==> src/rtl/sample_loader_pkg.sv <==
// Shared types, constants and parameter-derived helpers for the sample frame loader.
package sample_loader_pkg;

  localparam int BYTE_W = 8;

  typedef enum logic [1:0] {
    IDLE = 2'd0,
    FILL = 2'd1,
    HOLD = 2'd2
  } state_e;

  // Bytes per sample for a given sample width.
  function automatic int calc_bps(input int data_width);
    return data_width / BYTE_W;
  endfunction

  // Width of an index selecting one of n items, never narrower than one bit.
  function automatic int idx_width(input int n);
    return (n > 1) ? $clog2(n) : 1;
  endfunction

endpackage

==> src/rtl/strobe_edge_det.sv <==
// Registered rising-edge detector for the write strobe. A strobe already high
// when reset releases is not treated as an edge; it must drop and rise again.
module strobe_edge_det (
  input  logic clk,
  input  logic rst,
  input  logic strobe,
  output logic edge_pulse
);

  logic strobe_q;
  logic strobe_d;
  logic first_q;
  logic first_d;

  // Next history value and the first-cycle-after-reset mask.
  always_comb begin
    strobe_d = strobe;
    first_d  = 1'b0;
  end

  // History register and first-cycle flag.
  // NOTE: sequential state uses non-blocking assignments so every flop samples pre-edge values.
  always_ff @(posedge clk or posedge rst) begin
    if (rst) begin
      strobe_q <= 1'b0;
      first_q  <= 1'b1;
    end else begin
      strobe_q <= strobe_d;
      first_q  <= first_d;
    end
  end

  assign edge_pulse = strobe & ~strobe_q & ~first_q;

endmodule

==> src/rtl/sample_frame_loader.sv <==
// Byte-serial multichannel frame assembler with one frame of double buffering,
// a valid/ready output register, byte readback, overrun/timeout flags and abort.
module sample_frame_loader
  import sample_loader_pkg::*;
#(
  parameter int NUM_CH         = 4,
  parameter int DATA_WIDTH     = 16,
  parameter int TIMEOUT_CYCLES = 1024
) (
  input  logic                                   clk,
  input  logic                                   rst,
  input  logic                                   wr_strobe,
  input  logic [7:0]                             wr_data,
  input  logic                                   abort,
  input  logic                                   clear_err,
  input  logic                                   frame_ready,
  output logic                                   frame_valid,
  output logic [NUM_CH*DATA_WIDTH-1:0]           frame_data,
  input  logic [idx_width(NUM_CH)-1:0]           rd_ch,
  input  logic [idx_width(DATA_WIDTH/BYTE_W)-1:0] rd_byte,
  output logic [7:0]                             rd_data,
  output logic                                   busy,
  output logic                                   err_overrun,
  output logic                                   err_timeout
);

  localparam int BPS     = calc_bps(DATA_WIDTH);
  localparam int CH_W    = idx_width(NUM_CH);
  localparam int BY_W    = idx_width(BPS);
  localparam int FRAME_W = NUM_CH * DATA_WIDTH;
  localparam int TO_W    = idx_width(TIMEOUT_CYCLES + 1);

  localparam logic [CH_W-1:0] LAST_CH = CH_W'(NUM_CH - 1);
  localparam logic [BY_W-1:0] LAST_BY = BY_W'(BPS - 1);
  localparam logic [TO_W-1:0] TO_LAST = TO_W'(TIMEOUT_CYCLES - 1);

  state_e               state_q, state_d;
  logic [BY_W-1:0]      byte_idx_q, byte_idx_d;
  logic [CH_W-1:0]      ch_idx_q, ch_idx_d;
  logic [FRAME_W-1:0]   asm_q, asm_d;
  logic [TO_W-1:0]      idle_cnt_q, idle_cnt_d;
  logic                 frame_valid_q, frame_valid_d;
  logic [FRAME_W-1:0]   frame_data_q, frame_data_d;
  logic                 err_overrun_q, err_overrun_d;
  logic                 err_timeout_q, err_timeout_d;

  logic wr_edge;
  logic out_free;
  logic last_byte;
  int   wr_pos;

  strobe_edge_det u_edge (
    .clk        (clk),
    .rst        (rst),
    .strobe     (wr_strobe),
    .edge_pulse (wr_edge)
  );

  assign out_free  = ~frame_valid_q | frame_ready;
  assign last_byte = (ch_idx_q == LAST_CH) && (byte_idx_q == LAST_BY);

  // Bit offset of the byte slot the next write lands in (MSB byte first).
  always_comb begin
    wr_pos = int'(ch_idx_q) * DATA_WIDTH + (BPS - 1 - int'(byte_idx_q)) * BYTE_W;
  end

  // Assembly, FSM next state, output register and error flag updates.
  // NOTE: every signal gets a default first, so no path leaves one unassigned and infers a latch.
  always_comb begin
    logic capture;
    logic overrun_set;
    logic timeout_set;

    state_d       = state_q;
    byte_idx_d    = byte_idx_q;
    ch_idx_d      = ch_idx_q;
    asm_d         = asm_q;
    idle_cnt_d    = idle_cnt_q;
    frame_valid_d = frame_valid_q & ~frame_ready;
    frame_data_d  = frame_data_q;
    capture       = 1'b0;
    overrun_set   = 1'b0;
    timeout_set   = 1'b0;

    unique case (state_q)
      IDLE: begin
        if (wr_edge) capture = 1'b1;
      end
      FILL: begin
        if (abort) begin
          state_d    = IDLE;
          byte_idx_d = '0;
          ch_idx_d   = '0;
          idle_cnt_d = '0;
        end else if (wr_edge) begin
          capture = 1'b1;
        end else if (TIMEOUT_CYCLES != 0 && idle_cnt_q == TO_LAST) begin
          state_d     = IDLE;
          byte_idx_d  = '0;
          ch_idx_d    = '0;
          idle_cnt_d  = '0;
          timeout_set = 1'b1;
        end else begin
          idle_cnt_d = idle_cnt_q + 1'b1;
        end
      end
      HOLD: begin
        // Buffer is frozen; writes are lost until the output register frees.
        if (wr_edge) overrun_set = 1'b1;
        if (out_free) begin
          frame_data_d  = asm_q;
          frame_valid_d = 1'b1;
          state_d       = IDLE;
        end
      end
      default: state_d = IDLE;
    endcase

    if (capture) begin
      asm_d[wr_pos +: BYTE_W] = wr_data;
      idle_cnt_d              = '0;
      if (last_byte) begin
        byte_idx_d = '0;
        ch_idx_d   = '0;
        if (out_free) begin
          frame_data_d  = asm_d;
          frame_valid_d = 1'b1;
          state_d       = IDLE;
        end else begin
          state_d = HOLD;
        end
      end else begin
        state_d = FILL;
        if (byte_idx_q == LAST_BY) begin
          byte_idx_d = '0;
          ch_idx_d   = ch_idx_q + 1'b1;
        end else begin
          byte_idx_d = byte_idx_q + 1'b1;
        end
      end
    end

    // A set event in the same cycle as clear_err leaves the flag set.
    err_overrun_d = (err_overrun_q & ~clear_err) | overrun_set;
    err_timeout_d = (err_timeout_q & ~clear_err) | timeout_set;
  end

  // State, counters, buffers and flags.
  always_ff @(posedge clk or posedge rst) begin
    if (rst) begin
      state_q       <= IDLE;
      byte_idx_q    <= '0;
      ch_idx_q      <= '0;
      asm_q         <= '0;
      idle_cnt_q    <= '0;
      frame_valid_q <= 1'b0;
      frame_data_q  <= '0;
      err_overrun_q <= 1'b0;
      err_timeout_q <= 1'b0;
    end else begin
      state_q       <= state_d;
      byte_idx_q    <= byte_idx_d;
      ch_idx_q      <= ch_idx_d;
      asm_q         <= asm_d;
      idle_cnt_q    <= idle_cnt_d;
      frame_valid_q <= frame_valid_d;
      frame_data_q  <= frame_data_d;
      err_overrun_q <= err_overrun_d;
      err_timeout_q <= err_timeout_d;
    end
  end

  // Byte readback from the output register; out-of-range selects read as zero.
  always_comb begin
    rd_data = '0;
    if (int'(rd_ch) < NUM_CH && int'(rd_byte) < BPS)
      rd_data = frame_data_q[int'(rd_ch) * DATA_WIDTH + (BPS - 1 - int'(rd_byte)) * BYTE_W +: BYTE_W];
  end

  assign frame_valid = frame_valid_q;
  assign frame_data  = frame_data_q;
  assign busy        = (state_q != IDLE);
  assign err_overrun = err_overrun_q;
  assign err_timeout = err_timeout_q;

endmodule

==> config.mk <==
export PLATFORM = sky130hd
export DESIGN_NAME = sample_frame_loader
export DESIGN_NICKNAME = d
export VERILOG_FILES = /design/src/rtl/sample_loader_pkg.sv /design/src/rtl/strobe_edge_det.sv /design/src/rtl/sample_frame_loader.sv
export SDC_FILE = /design/constraint.sdc
export NUM_CORES = 1
export LEC_CHECK = 0
export CORE_MARGIN = 2
export CORE_UTILIZATION = 40
export DETAILED_ROUTE_END_ITERATION = 6
export HOLD_SLACK_MARGIN = 0.05
export PLACE_DENSITY = 0.64
export SYNTH_ARGS = -nofsm -noshare
export SYNTH_HDL_FRONTEND = slang
export SYNTH_SLANG_ARGS = --single-unit
==> constraint.sdc <==
create_clock -name clk -period 6.4 [get_ports clk]
set_input_delay 0.64 -clock clk [delete_from_list [all_inputs] [get_ports clk]]
set_output_delay 0.64 -clock clk [all_outputs]
set_load 0.005 [all_outputs]
Word level (Yosys, flattened, before mapping):

Cells that the tools add are included.

* $add $sub $neg: 8
* eq/ne operators: 9
* shift-type cells: 3
* mux-type cells: 46
* bitwise gates (word level): 13
* reductions and logical operators: 8

Operators by type and width (count)
* 64-bit 2-to-1 mux: 5
* 64-bit bitwise mux: 1
* 8-bit by 33-bit variable shift with 64-bit output (first input constant): 1
* 64-bit by 8-bit variable part select with 8-bit output: 1
* 8-bit by 33-bit variable part select with 64-bit output: 1
* 11-bit 2-to-1 mux: 5
* 8-bit negator with 33-bit output: 1
* 2-bit 2-to-1 mux: 14
* 1-bit 2-to-1 mux: 19
* 7-bit by 5-bit adder with 8-bit output: 2
* 11-bit by 1-bit adder with 11-bit output (second input constant): 1
* 11-bit by 10-bit equality test with 1-bit output (second input constant): 1
* 4-bit inequality test (second input constant): 2
* 3-bit inequality test (second input constant): 2
* 2-bit case mux with 3 select lines: 1
* 1-bit AND: 5
* 1-bit inverter: 5
* 2-bit equality test (second input constant): 2
* 4-bit AND reduction: 1
* 2-bit nonzero test: 2
* 1-bit by 1-bit subtractor with 2-bit output (first input constant): 2
* 1-bit OR: 3
* 3-bit AND reduction: 1
* 3-bit nonzero test: 1
* 8 further kinds: 8

* flip-flop bits (word level): 149
* input port bits: 17
* logic and storage cells: 98

Logic depth before layout (Yosys ltp):

* depth after elaboration: 9
* gate-level depth with buffers: 13

Hierarchy:

A second synthesis with hierarchy kept.

* cell total of the unflattened synthesis: 624
* area total of the unflattened synthesis: 6925.4 um2

Modules (own cells, without submodules)
* sample_frame_loader: times used 1, cells an instance 619, area each 6854.1 um2, seq. area each 3678.5 um2
* strobe_edge_det: times used 1, cells an instance 5, area each 71.3 um2, seq. area each 51.3 um2

Worst setup path after synthesis:

OpenSTA, ideal clock, no wires.

* path kind: flip-flop to flip-flop
* from: register byte_idx_q
* to: register asm_q[0]
* arrival time: 2.871 ns
* data required time: 6.275 ns
* path slack: 3.404 ns
* stages on the path, launching flop included: 13
* period minus slack after synthesis: 2.996 ns
* path through: dfrtp_1 > buf_2 > inv_1 > ha_1 > o21bai_2 > nand2_1 > ha_1 > clkbuf_1 > nand4b_1 > a21oi_1 > o21ai_4 > nor2_4 > mux2_2

* cells in the longest elaborated chain, start to end: 5
* elaborated cells between the ends (all ways): 6
* those cells by class: add/sub: 3; shift: 2; mux: 1

RTL lines
* start, declared: RTL line sample_frame_loader.sv:38 `logic [BY_W-1:0] byte_idx_q, byte_idx_d;`
* start signal, assigned: RTL line sample_frame_loader.sv:162 `byte_idx_q <= byte_idx_d;`
* 1-bit by 1-bit subtractor with 2-bit output (*): RTL line sample_frame_loader.sv:64 `wr_pos = int'(ch_idx_q) * DATA_WIDTH + (BPS - 1 - int'(byte_idx_q)) * BYTE_W;`
* 7-bit by 5-bit adder with 8-bit output (*): RTL line sample_frame_loader.sv:64
* 8-bit negator with 33-bit output (*): RTL line sample_frame_loader.sv:120 `asm_d[wr_pos +: BYTE_W] = wr_data;`
* 8-bit by 33-bit variable part select with 64-bit output or 8-bit by 33-bit variable shift with 64-bit output (tied branches): RTL line sample_frame_loader.sv:120
* 64-bit bitwise mux (*): RTL line sample_frame_loader.sv:120
* end signal, assigned: RTL line sample_frame_loader.sv:164 `asm_q <= asm_d;`
* end, declared: RTL line sample_frame_loader.sv:40 `logic [FRAME_W-1:0] asm_q, asm_d;`

Every way passes the cells marked *; elsewhere a longest branch is shown, timed or not.
A chain may end at the register's enable or synchronous reset.

Final worst setup path:

* from: input port rd_byte
* to: output port rd_data[2]

* cells in the longest elaborated chain, start to end: 3

RTL lines
* start, declared: RTL line sample_frame_loader.sv:20 `input logic [idx_width(DATA_WIDTH/BYTE_W)-1:0] rd_byte,`
* 1-bit by 1-bit subtractor with 2-bit output: RTL line sample_frame_loader.sv:177 `rd_data = frame_data_q[int'(rd_ch) * DATA_WIDTH + (BPS - 1 - int'(rd_byte)) * BYTE_W +: BYTE_W];`
* 7-bit by 5-bit adder with 8-bit output: RTL line sample_frame_loader.sv:177
* 64-bit by 8-bit variable part select with 8-bit output: RTL line sample_frame_loader.sv:177
* end, declared: RTL line sample_frame_loader.sv:21 `output logic [7:0] rd_data,`

No other way between the ends.

==> results.py <==
metrics = {
    "detailed_routing": {
        "wl_met2_um": 9320,
        "first_pass_iters": 4,
        "wire_per_inst_um": 21.0,
        "met3WireLength_um": 1200,
        "routed_wl_um": 19500,
        "drc": 0,
        "ant_nets": 0,
        "initialDrtViolationCount": 386,
        "vias": 5294,
        "routed_via_density": 5.72,
        "wl_met1_um": 8230,
        "maxUsedRoutingLayer": "met4",
    },
    "power": {
        "vdd_ir_drop_max_v": 0.000183,
        "p_leak_nw": 3.82,
        "p_per_area_nw_per_um2": 299,
    },
    "placed_design": {
        "place.gp.congestion": 0.895,
        "pre_cts_slack_ns": 2.59,
        "hpwl_um": 14200,
        "portBuffers": 92,
    },
    "synthesis": {
        "syn_area_um2": 6960,
        "avgSynthCellArea_um2": 11.4,
        "synth_warnings": 0,
        "synth_edf_count": 0,
        "synth_seq_cells": 149,
        "synth.distinct_cells": 56,
        "netlist_instances": 612,
        "async_flop_share": 1.00,
        "syn_nets": 642,
        "synth_ff_type": "dfrtp_1",
        "ys_seq_area_frac": 0.536,
    },
    "clock_network": {
        "ctsHoldBuffers": 0,
        "cts_setup_buffers": 0,
        "tritoncts": "yes",
        "clock-root-buffer": "clkbuf_16",
        "numCtsBuffers": 17,
        "cts_sinks": 149,
        "htreeDepth": 4,
        "clk_path_buf_depth": 2,
        "cts.repair.resized": 0,
        "clk_latency_ns": 0.42,
        "clkTransAtPathRegs_ns": 0.06,
    },
    "sta": {
        "slew-limit-headroom": 0.325,
        "setup_tns_ns": 0,
        "post-route-worst-setup-slack_ns": 2.63,
        "hold_viol": 0,
        "finalCriticalPeriod_ns": 3.77,
        "tightest_slew_ns": 1.01,
        "clock.fmax_mhz": 265,
        "drv_slew": 0,
        "rsz0062_at_grt": "no",
        "finalCritPeriodShare": 0.589,
        "finalSetupViolCount": 0,
        "clock_skew_ns": 0.00772,
    },
    "worst_setup_path": {
        "crit_path_max_fanout": 16,
        "end_kind": "output port",
        "crit_required_ns": 5.76,
        "worstPathArrival_ns": 3.13,
        "critical_path_class": "input port to output port",
        "setup.worst_path.start_class": "input port",
    },
    "layout": {
        "multiInputGateArea_um2": 3040,
        "antennaDiodeCount": 0,
        "drive_above_1_share": 0.140,
        "final_nets": 717,
        "syn_to_final_growth_pct": 23.5,
        "regArea_um2": 3730,
        "fill_cells": 1529,
    },
    "die": {
        "die_y_um": 136,
        "die_w_um": 136,
        "start_util": 0.405,
        "rows": 48,
        "io_pins": 93,
        "die_area_um2": 18500,
        "core-area_um2": 17200,
    },
    "global_routing": {
        "grt_use_total": 0.218,
        "grt_max_degree": 95,
        "grt_pass1_wl_um": 29900,
        "grt_pass1_vias": 5170,
        "antenna_found_initial": 0,
        "overflow": 0,
    },
    "job": {
        "drv_cap": 0,
    },
    "run_status": {
        "outcome": "complete, no violations",
    },
    "hold_path": {
        "min_path_type": "flop to flop",
    },
}
==> final cells by class <==
type | instances | area share
repair buffers | 94 | 0.109
clock buffers | 19 | 0.0515
inverters | 9 | 0.00451
flip-flops and latches | 149 | 0.434
multi-input cells | 416 | 0.354
well taps | 225 | 0.0327
clock inverters | 13 | 0.0147
==> worst max-delay path, cell delays in order <==
cell and delay, ns:
clkdlybuf4s50_1 1.14, mux4_2 0.61, mux2_2 0.28, clkdlybuf4s50_1 0.45
==> synth_stat cells, types with 10 or more instances <==
master,count,area (um^2)
mux4_2,16,360
ha_1,13,163
and3_1,14,87.6
nor2_1,15,56.3
buf_2,11,55.1
a22o_1,44,385
clkbuf_1,15,56.3
dfrtp_1,148,3700
o21ai_0,59,295
mux2_2,22,248
a221o_1,15,150
nand3_1,10,50.1
nand2_1,104,390
==> cell families (layout without fill, tap and decap cells) <==
family / Yosys count / in the layout / synth area share
simple gates: 188 / 188 / 0.135
compound gates: 167 / 167 / 0.176
flops: 149 / 149 / 0.536
buf+inv: 47 / 135 / 0.0295
mux: 46 / 46 / 0.0989
fa+ha+maj: 13 / 13 / 0.0234
other cells: 1 / 1 / 0.000539
xor+xnor: 1 / 1 / 0.00126
==> sequential cells by signal (all words and copies together) (netlist names) <==
register,cells
asm_q,64
byte_idx_q,1
ch_idx_q,2
err_overrun,1
err_timeout,1
frame_data,64
frame_valid,1
idle_cnt_q,11
state_q,2
u_edge.first_q,1
u_edge.strobe_q,1
==> stage by stage <==
step / hold WS [ns] / utilization / cell area (um^2) / cells / power, mW
finish: 0.484 / 0.501 / 8600 / 925 / 2.57
floorplan: 0.448 / - / 6960 / 612 / 1.49
global route: 0.504 / 0.501 / 8600 / 925 / 2.69
detailed placement: 0.472 / 0.467 / 8030 / 893 / 1.63
global placement: 0.465 / 0.467 / 8030 / 893 / 1.61
CTS: 0.486 / 0.501 / 8600 / 925 / 2.58
==> routing by layer <==
layer,vias to the layer above,track usage
li1,2402,-
met1,2645,0.282
met2,210,0.353
met3,37,0.0552
met4,0,0.0874
met5,-,0
==> power by group <==
part | leakage, nW | internal [mW] | switching [mW]
logic | 1.50 | 0.195 | 0.343
clock network | 0.267 | 0.550 | 0.405
registers | 2.06 | 1.01 | 0.0655
==> layout by cell type, fill, tap and decap left out, types with 3 or more instances in the layout <==
cell	instances
a21oi_1	6
a221o_1	15
a22o_1	44
a22oi_1	8
a32oi_1	8
and2_1	7
and3_1	14
clkbuf_16	17
clkdlybuf4s50_1	92
clkinv_4	4
clkinvlp_4	4
dfrtp_1	148
ha_1	13
inv_1	8
inv_6	4
mux2_2	22
mux2i_1	8
mux4_2	16
nand2_1	104
nand3_1	10
nor2_1	15
nor2b_1	4
nor3_1	9
o21a_1	3
o21ai_0	59
o21ai_1	4
o21ai_2	4
o31ai_1	4
or2_2	3
==> worst paths after layout <==
check	start	to	slack [ns]	cells past startpoint
hold / removal	asm_q[55]	asm_q[55]	0.48	2
setup / recovery	rd_byte	rd_data[2]	2.63	4
max in group asynchronous	rst	frame_data[13]	4.33	3
setup reg to reg	byte_idx_q	asm_q[0]	3.03	10
hold reg to reg	asm_q[55]	asm_q[55]	0.48	2
min in group asynchronous	rst	asm_q[36]	0.79	2
Power figures use the tool's default switching activity.
